`config.mk`:
```
export PLATFORM = sky130hd
export DESIGN_NAME = proto_field_lookup
export DESIGN_NICKNAME = d
export VERILOG_FILES = /design/src/rtl/proto_field_lookup.sv
export SDC_FILE = /design/constraint.sdc
export NUM_CORES = 1
export LEC_CHECK = 0
export CAP_MARGIN = 0
export CORE_ASPECT_RATIO = 0.6
export CORE_MARGIN = 8
export CORE_UTILIZATION = 35
export CTS_BUF_LIST = sky130_fd_sc_hd__clkbuf_16
export DETAILED_ROUTE_END_ITERATION = 6
export REMOVE_ABC_BUFFERS = 1
export SLEW_MARGIN = 20
export SYNTH_ARGS = -nofsm -noshare
export SYNTH_HDL_FRONTEND = slang
export SYNTH_SLANG_ARGS = --single-unit
```
`constraint.sdc`:
```
create_clock -name clk -period 13.68 [get_ports clk]
set_clock_uncertainty 0.05 [all_clocks]
set_input_delay 1.368 -clock clk [delete_from_list [all_inputs] [get_ports clk]]
set_output_delay 1.368 -clock clk [all_outputs]
set_load 0.02 [all_outputs]
```
`src/rtl/proto_field_lookup.sv`:
```
// proto_field_lookup: runtime-loadable protobuf schema lookup engine.
// Tracks the decoder's embedded-message path on an ID stack and resolves
// (path snapshot, field id) to field metadata via a MSG -> FIELD slot walk.
// Optional statistics counters are enabled by defining PROTO_LOOKUP_STATS_EN.
module proto_field_lookup #(
    parameter int ID_W     = 4,
    parameter int DEPTH    = 3,
    parameter int NUM_MSGS = 3,
    parameter int FIELDS   = 4,
    parameter int OFS_W    = 8,
    localparam int META_W  = ID_W + OFS_W + 6,
    localparam int MSG_W   = (NUM_MSGS > 1) ? $clog2(NUM_MSGS) : 1,
    localparam int FLD_W   = (FIELDS > 1) ? $clog2(FIELDS) : 1,
    localparam int DEP_W   = $clog2(DEPTH + 1)
) (
    input  logic                  clk,
    input  logic                  rst,
    input  logic                  cfg_path_we,
    input  logic [DEPTH*ID_W-1:0] cfg_path,
    input  logic                  cfg_meta_we,
    input  logic [MSG_W-1:0]      cfg_msg,
    input  logic [FLD_W-1:0]      cfg_field,
    input  logic [META_W-1:0]     cfg_meta,
    input  logic                  push,
    input  logic [ID_W-1:0]       push_id,
    input  logic                  pop,
    output logic [DEP_W-1:0]      depth,
    input  logic                  req_valid,
    output logic                  req_ready,
    input  logic [ID_W-1:0]       req_id,
    output logic                  rsp_valid,
    input  logic                  rsp_ready,
    output logic                  rsp_hit,
    output logic [MSG_W-1:0]      rsp_msg,
    output logic [META_W-1:0]     rsp_meta,
    input  logic                  err_clr,
    output logic [2:0]            err
`ifdef PROTO_LOOKUP_STATS_EN
    ,
    output logic [15:0]           hit_cnt,
    output logic [15:0]           miss_cnt
`endif
);

    typedef enum logic [1:0] {S_IDLE, S_MSG, S_FIELD, S_RESP} state_t;

    state_t                  state_q;
    logic [ID_W-1:0]         stack_q [DEPTH];
    logic [ID_W-1:0]         stack_d [DEPTH];
    logic [DEP_W-1:0]        depth_q, depth_d;
    logic [2:0]              err_q, err_d;
    logic                    ovf_ev, unf_ev, cfg_drop_ev;
    logic [DEPTH*ID_W-1:0]   path_tab_q [NUM_MSGS];
    logic [META_W-1:0]       meta_tab_q [NUM_MSGS][FIELDS];
    logic [DEPTH*ID_W-1:0]   cur_path, snap_q;
    logic [ID_W-1:0]         req_id_q;
    logic [MSG_W-1:0]        msg_q, match_idx;
    logic                    match_any;
    logic [FLD_W-1:0]        slot_q;
    logic [META_W-1:0]       slot_meta;
    logic                    slot_hit, in_idle;
    logic                    req_ready_q, rsp_valid_q, rsp_hit_q;
    logic [MSG_W-1:0]        rsp_msg_q;
    logic [META_W-1:0]       rsp_meta_q;

    assign in_idle     = (state_q == S_IDLE);
    assign cfg_drop_ev = !in_idle && (cfg_path_we || cfg_meta_we);

    // Stack next-state: pop is applied first, so push+pop replaces the top entry.
    always_comb begin
        stack_d = stack_q;
        depth_d = depth_q;
        ovf_ev  = 1'b0;
        unf_ev  = 1'b0;
        if (pop) begin
            if (depth_q == '0) begin
                unf_ev = 1'b1;
            end else begin
                stack_d[depth_q - DEP_W'(1)] = '0;
                depth_d = depth_q - DEP_W'(1);
            end
        end
        if (push) begin
            if (depth_d == DEP_W'(DEPTH)) begin
                ovf_ev = 1'b1;
            end else begin
                stack_d[depth_d] = push_id;
                depth_d = depth_d + DEP_W'(1);
            end
        end
        err_d = (err_clr ? 3'b000 : err_q) | {cfg_drop_ev, unf_ev, ovf_ev};
    end

    // Current path: stack levels at or above the occupancy read as zero.
    always_comb begin
        cur_path = '0;
        for (int unsigned i = 0; i < DEPTH; i++) begin
            if (i < 32'(depth_q)) cur_path[i*ID_W +: ID_W] = stack_q[i];
        end
    end

    // Message match against the snapshot; lowest matching index wins.
    always_comb begin
        match_any = 1'b0;
        match_idx = '0;
        for (int unsigned i = 0; i < NUM_MSGS; i++) begin
            if (!match_any && path_tab_q[i] == snap_q) begin
                match_any = 1'b1;
                match_idx = MSG_W'(i);
            end
        end
    end

    // Field slot compare; id 0 marks an empty slot and never matches.
    always_comb begin
        slot_meta = meta_tab_q[msg_q][slot_q];
        slot_hit  = (slot_meta[ID_W-1:0] == req_id_q) && (req_id_q != '0);
    end

    // Stack, occupancy and sticky error register.
    always_ff @(posedge clk or posedge rst) begin
        if (rst) begin
            for (int unsigned i = 0; i < DEPTH; i++) stack_q[i] <= '0;
            depth_q <= '0;
            err_q   <= '0;
        end else begin
            stack_q <= stack_d;
            depth_q <= depth_d;
            err_q   <= err_d;
        end
    end

    // Schema tables: writable only while the engine is idle.
    always_ff @(posedge clk or posedge rst) begin
        if (rst) begin
            for (int unsigned m = 0; m < NUM_MSGS; m++) begin
                path_tab_q[m] <= '0;
                for (int unsigned f = 0; f < FIELDS; f++) meta_tab_q[m][f] <= '0;
            end
        end else if (in_idle && 32'(cfg_msg) < NUM_MSGS) begin
            if (cfg_path_we) path_tab_q[cfg_msg] <= cfg_path;
            if (cfg_meta_we && 32'(cfg_field) < FIELDS) meta_tab_q[cfg_msg][cfg_field] <= cfg_meta;
        end
    end

    // Lookup FSM with registered handshake and response outputs.
    always_ff @(posedge clk or posedge rst) begin
        if (rst) begin
            state_q     <= S_IDLE;
            req_ready_q <= 1'b1;
            rsp_valid_q <= 1'b0;
            rsp_hit_q   <= 1'b0;
            rsp_msg_q   <= '0;
            rsp_meta_q  <= '0;
            req_id_q    <= '0;
            snap_q      <= '0;
            msg_q       <= '0;
            slot_q      <= '0;
        end else begin
            case (state_q)
                S_IDLE: begin
                    if (req_valid) begin
                        req_id_q    <= req_id;
                        snap_q      <= cur_path;
                        req_ready_q <= 1'b0;
                        state_q     <= S_MSG;
                    end
                end
                S_MSG: begin
                    if (match_any) begin
                        msg_q   <= match_idx;
                        slot_q  <= '0;
                        state_q <= S_FIELD;
                    end else begin
                        rsp_valid_q <= 1'b1;
                        rsp_hit_q   <= 1'b0;
                        rsp_msg_q   <= '0;
                        rsp_meta_q  <= '0;
                        state_q     <= S_RESP;
                    end
                end
                S_FIELD: begin
                    if (slot_hit) begin
                        rsp_valid_q <= 1'b1;
                        rsp_hit_q   <= 1'b1;
                        rsp_msg_q   <= msg_q;
                        rsp_meta_q  <= slot_meta;
                        state_q     <= S_RESP;
                    end else if (slot_q == FLD_W'(FIELDS - 1)) begin
                        rsp_valid_q <= 1'b1;
                        rsp_hit_q   <= 1'b0;
                        rsp_msg_q   <= msg_q;
                        rsp_meta_q  <= '0;
                        state_q     <= S_RESP;
                    end else begin
                        slot_q <= slot_q + FLD_W'(1);
                    end
                end
                S_RESP: begin
                    if (rsp_ready) begin
                        rsp_valid_q <= 1'b0;
                        req_ready_q <= 1'b1;
                        state_q     <= S_IDLE;
                    end
                end
                default: state_q <= S_IDLE;
            endcase
        end
    end

`ifdef PROTO_LOOKUP_STATS_EN
    logic [15:0] hit_cnt_q, miss_cnt_q;

    // Saturating hit/miss counters, advanced on each accepted response.
    always_ff @(posedge clk or posedge rst) begin
        if (rst) begin
            hit_cnt_q  <= '0;
            miss_cnt_q <= '0;
        end else if (err_clr) begin
            hit_cnt_q  <= '0;
            miss_cnt_q <= '0;
        end else if (rsp_valid_q && rsp_ready) begin
            if (rsp_hit_q && hit_cnt_q != 16'hFFFF) hit_cnt_q <= hit_cnt_q + 16'd1;
            if (!rsp_hit_q && miss_cnt_q != 16'hFFFF) miss_cnt_q <= miss_cnt_q + 16'd1;
        end
    end

    assign hit_cnt  = hit_cnt_q;
    assign miss_cnt = miss_cnt_q;
`endif

    assign depth     = depth_q;
    assign err       = err_q;
    assign req_ready = req_ready_q;
    assign rsp_valid = rsp_valid_q;
    assign rsp_hit   = rsp_hit_q;
    assign rsp_msg   = rsp_msg_q;
    assign rsp_meta  = rsp_meta_q;

endmodule

```
==> insert_results.sql <==
INSERT INTO impl_metrics (metric_group, metric, value, unit) VALUES
('outcome', 'run_status', 'completed', ''),
('clocking', 'cts_tree', 'done', ''),
('route', 'via_count', '8496', ''),
('finish', 'post_route_cells_drive_above_1_share', '0.350', ''),
('global_route', 'antenna_found_initial', '1', ''),
('floorplan', 'dieWidth', '277', 'um'),
('floorplan', 'initial_utilization', '0.354', ''),
('finish', 'most-common-layout-cells', '310 x dfrtp_1, 257 x mux2_2, 78 x clkdlybuf4s50_1', ''),
('clocking', 'clock_transition_at_the_registers_of_the_reported_paths', '0.07', 'ns'),
('clocking', 'clock_latency', '0.58', 'ns'),
('sta', 'timing.setup.tns', '0', 'ns'),
('floorplan', 'core_footprint', '40400', 'sq um'),
('yosys', 'synth_seq_area_share', '0.549', ''),
('power', 'cellPowerDensity', '208', 'nW/um^2'),
('power', 'power', '3.45', 'mW'),
('route', 'drt.antenna.violating_nets', '0', ''),
('global_route', 'global_route.usage.met3', '0.0238', ''),
('global_route', 'grt_pass1_vias', '8788', ''),
('setup_path', 'worstSetupEndpointType', 'register', ''),
('yosys', 'summed_instance_area_of_the_synthesized_netlist', '14300', 'sq um'),
('clocking', 'root_buffer', 'clkbuf_16', ''),
('sta', 'finalMaxSlewViolations', '0', ''),
('route', 'detailedRoute.firstPassIterationCount', '5', ''),
('finish', 'finish.utilization', '0.411', ''),
('setup_path', 'cp_max_fo', '25', ''),
('floorplan', 'pin_count', '79', ''),
('sta', 'final-hold-violation-count', '0', ''),
('clocking', 'cts_inserted_buffers', '31', ''),
('yosys', 'fraction_of_synthesis_flops_using_an_asynchronous_set_or_reset_pin', '1.00', ''),
('global_route', 'grt.met2_usage', '0.208', ''),
('clocking', 'holdBufCountCts', '0', ''),
('route', 'totalWireLength', '34.7', 'mm'),
('sta', 'final.setup.worst_slack', '9.53', 'ns'),
('floorplan', 'die-height', '173', 'um'),
('place', 'detailed_place_hpwl', '22.0', 'mm'),
('route', 'remaining_drc_errors', '0', ''),
('sta', 'setup_violators_final', '0', ''),
('sta', 'tightest_slew', '1.08', 'ns'),
('yosys', 'ys_seq_elements', '314', ''),
('yosys', 'netlist_instances', '1008', ''),
('power', 'vdd_drop_max', '0.0963', 'mV'),
('setup_path', 'crit_path_start_kind', 'register', ''),
('route', 'drt-vias-per-instance', '5.24', ''),
('finish', 'layout_commonest_cell', 'dfrtp_1', ''),
('global_route', 'grt_overflow_total', '0', ''),
('route', 'first_iter_violations', '555', ''),
('global_route', 'global_route_total_usage_across_every_layer', '0.144', ''),
('finish', 'num_antenna_cells', '0', ''),
('clocking', 'postCtsSetupRepairBufs', '0', ''),
('sta', 'timing.final.crit_period', '4.15', 'ns'),
('sta', 'min_period_over_period', '0.304', ''),
('clocking', 'cts-root-to-sink-buffers', '3', ''),
('sta', 'slew_headroom', '0.277', ''),
('place', 'port_buffers', '78', ''),
('min_path', 'hold_path_class', 'register to register', ''),
('global_route', 'grt_max_degree', '188', ''),
('yosys', 'postSynth.topFlopCell', 'dfrtp_1', ''),
('setup_path', 'crit_path_category', 'register to register', ''),
('finish', 'fill_cell_instance_count_of_the_final_layout', '3667', ''),
('yosys', 'synth_enable_flop_cells', '0', ''),
('clocking', 'cts.repair.resized', '0', ''),
('yosys', 'synthesis.area_per_instance', '14.2', 'sq um'),
('route', 'detail_route.wl_per_cell', '21.4', 'um'),
('yosys', 'netlist-cell-type-count', '51', ''),
('clocking', 'clock_sink_count', '314', ''),
('global_route', 'grt.met1_usage', '0.227', ''),
('yosys', 'synth_warnings', '0', ''),
('job', 'drv.max_cap_violation_count', '0', ''),
('setup_path', 'worst_path_required_time', '14.09', 'ns'),
('place', 'detailedPlace.worstSlack', '9.48', 'ns'),
('sta', 'fmax', '241', 'MHz'),
('global_route', 'grt_first_pass_wirelength', '55.3', 'mm'),
('power', 'cellLeakagePower', '7.36', 'nW'),
('floorplan', 'row_count', '57', ''),
('floorplan', 'die_area', '47900', 'sq um'),
('finish', 'nNetsFinal', '1125', ''),
('setup_path', 'worst_ep_arrival_time', '4.56', 'ns'),
('finish', 'areaGrowthSynthToFinish', '15.9', '%'),
('clocking', 'htree_num_levels', '1', ''),
('place', 'globalplace.congestion', '0.792', ''),
('sta', 'rsz0062_at_grt', 'no', ''),
('global_route', 'grt_busiest_layer', 'met1', '');
-- metrics by stage --
step | area, sq um | instances | hold slack (ns)
2_1_floorplan | 14000 | 941 | 0.416
5_1_grt | 16600 | 1621 | 0.461
3_5_place_dp | 15700 | 1564 | 0.424
6_report | 16600 | 1621 | 0.439
4_1_cts | 16600 | 1619 | 0.438
3_3_place_gp | 15600 | 1564 | 0.416
-- area by class of cell --
class,count,area (sq um),area share
clock buffers,31,776,0.0467
clock inverters,24,133,0.00799
inverters,16,67.6,0.00407
multi-input cells,611,6160,0.371
flip-flops and latches,314,7870,0.474
well taps,531,664,0.0400
repair buffers,94,941,0.0567
-- cell usage after synthesis, types with 3 or more instances --
cell | n | area share
dfrtp_1 | 313 | 0.55
mux2_2 | 257 | 0.20
nand2_1 | 62 | 0.016
mux4_2 | 51 | 0.080
clkbuf_1 | 50 | 0.013
a22o_1 | 38 | 0.023
o21ai_0 | 31 | 0.011
xnor2_1 | 27 | 0.017
nor2_1 | 22 | 0.0058
mux2i_1 | 21 | 0.015
inv_1 | 15 | 0.0039
xor2_1 | 13 | 0.0079
nand4_1 | 10 | 0.0044
buf_1 | 9 | 0.0024
a21oi_1 | 8 | 0.0028
nor3_1 | 8 | 0.0028
ha_1 | 6 | 0.0052
nand2b_1 | 6 | 0.0026
nand3_1 | 6 | 0.0021
a22oi_1 | 4 | 0.0021
buf_6 | 4 | 0.0031
nor4_1 | 4 | 0.0017
o22ai_1 | 4 | 0.0017
buf_2 | 3 | 0.0010
mux4_1 | 3 | 0.0055
o211ai_1 | 3 | 0.0016
-- flip-flops by register name (all words and copies together) (netlist names) --
register,flops
meta_tab_q,216
path_tab_q,36
rsp_meta,18
snap_q,12
stack_q,12
req_id_q,4
err,3
depth,2
msg_q,2
rsp_msg,2
slot_q,2
state_q,2
req_ready,1
rsp_hit,1
rsp_valid,1
-- layer usage --
layer | vias up | part of all wire
met4 | 2 | 0.017
met5 | - | 0.00037
li1 | 3816 | -
met1 | 4519 | 0.52
met2 | 102 | 0.43
met3 | 57 | 0.031
-- worst paths after layout --
| path | start | endpoint | slack, ns | cells past startpoint |
|---|---|---|---|---|
| max in group asynchronous | rst | meta_tab_q[58] | 10.67 | 4 |
| min reg2reg | rsp_hit | rsp_hit | 0.44 | 1 |
| max | slot_q[1] | rsp_meta[11] | 9.53 | 8 |
| min in group asynchronous | rst | rsp_msg[1] | 1.36 | 2 |
| min | rsp_hit | rsp_hit | 0.44 | 1 |
| max reg2reg | slot_q[1] | rsp_meta[11] | 9.53 | 8 |
-- worst max-delay path, cell delays in order, from the launching register on --
cell      delay, ns
dfrtp_2        0.76
buf_4          0.52
mux4_2         0.57
mux2i_1        0.25
a211oi_1       0.13
a311oi_2       0.37
a311oi_2       0.20
a211o_1        0.72
a22o_1         0.40
-- power breakdown --
part	switching (mW)	total, mW	internal [mW]	leakage, nW
Sequential	0.260	1.55	1.29	4.12
Clock	0.363	0.789	0.426	0.464
Combinational	0.493	1.11	0.615	2.77
-- logic make-up (layout without fill, tap and decap cells) --
kind of cell,after synthesis,count (layout),share of synthesized area
muxes,332,332,0.302
AOI/OAI and AO/OA,102,102,0.0514
buffers and inverters,83,165,0.0244
xor gates and xnor gates,40,40,0.0245
DFF,314,314,0.549
adders and majority gates,6,6,0.00524
and+or+nand+nor,131,131,0.0436
Note: power is estimated with default switching activity, not from simulation.
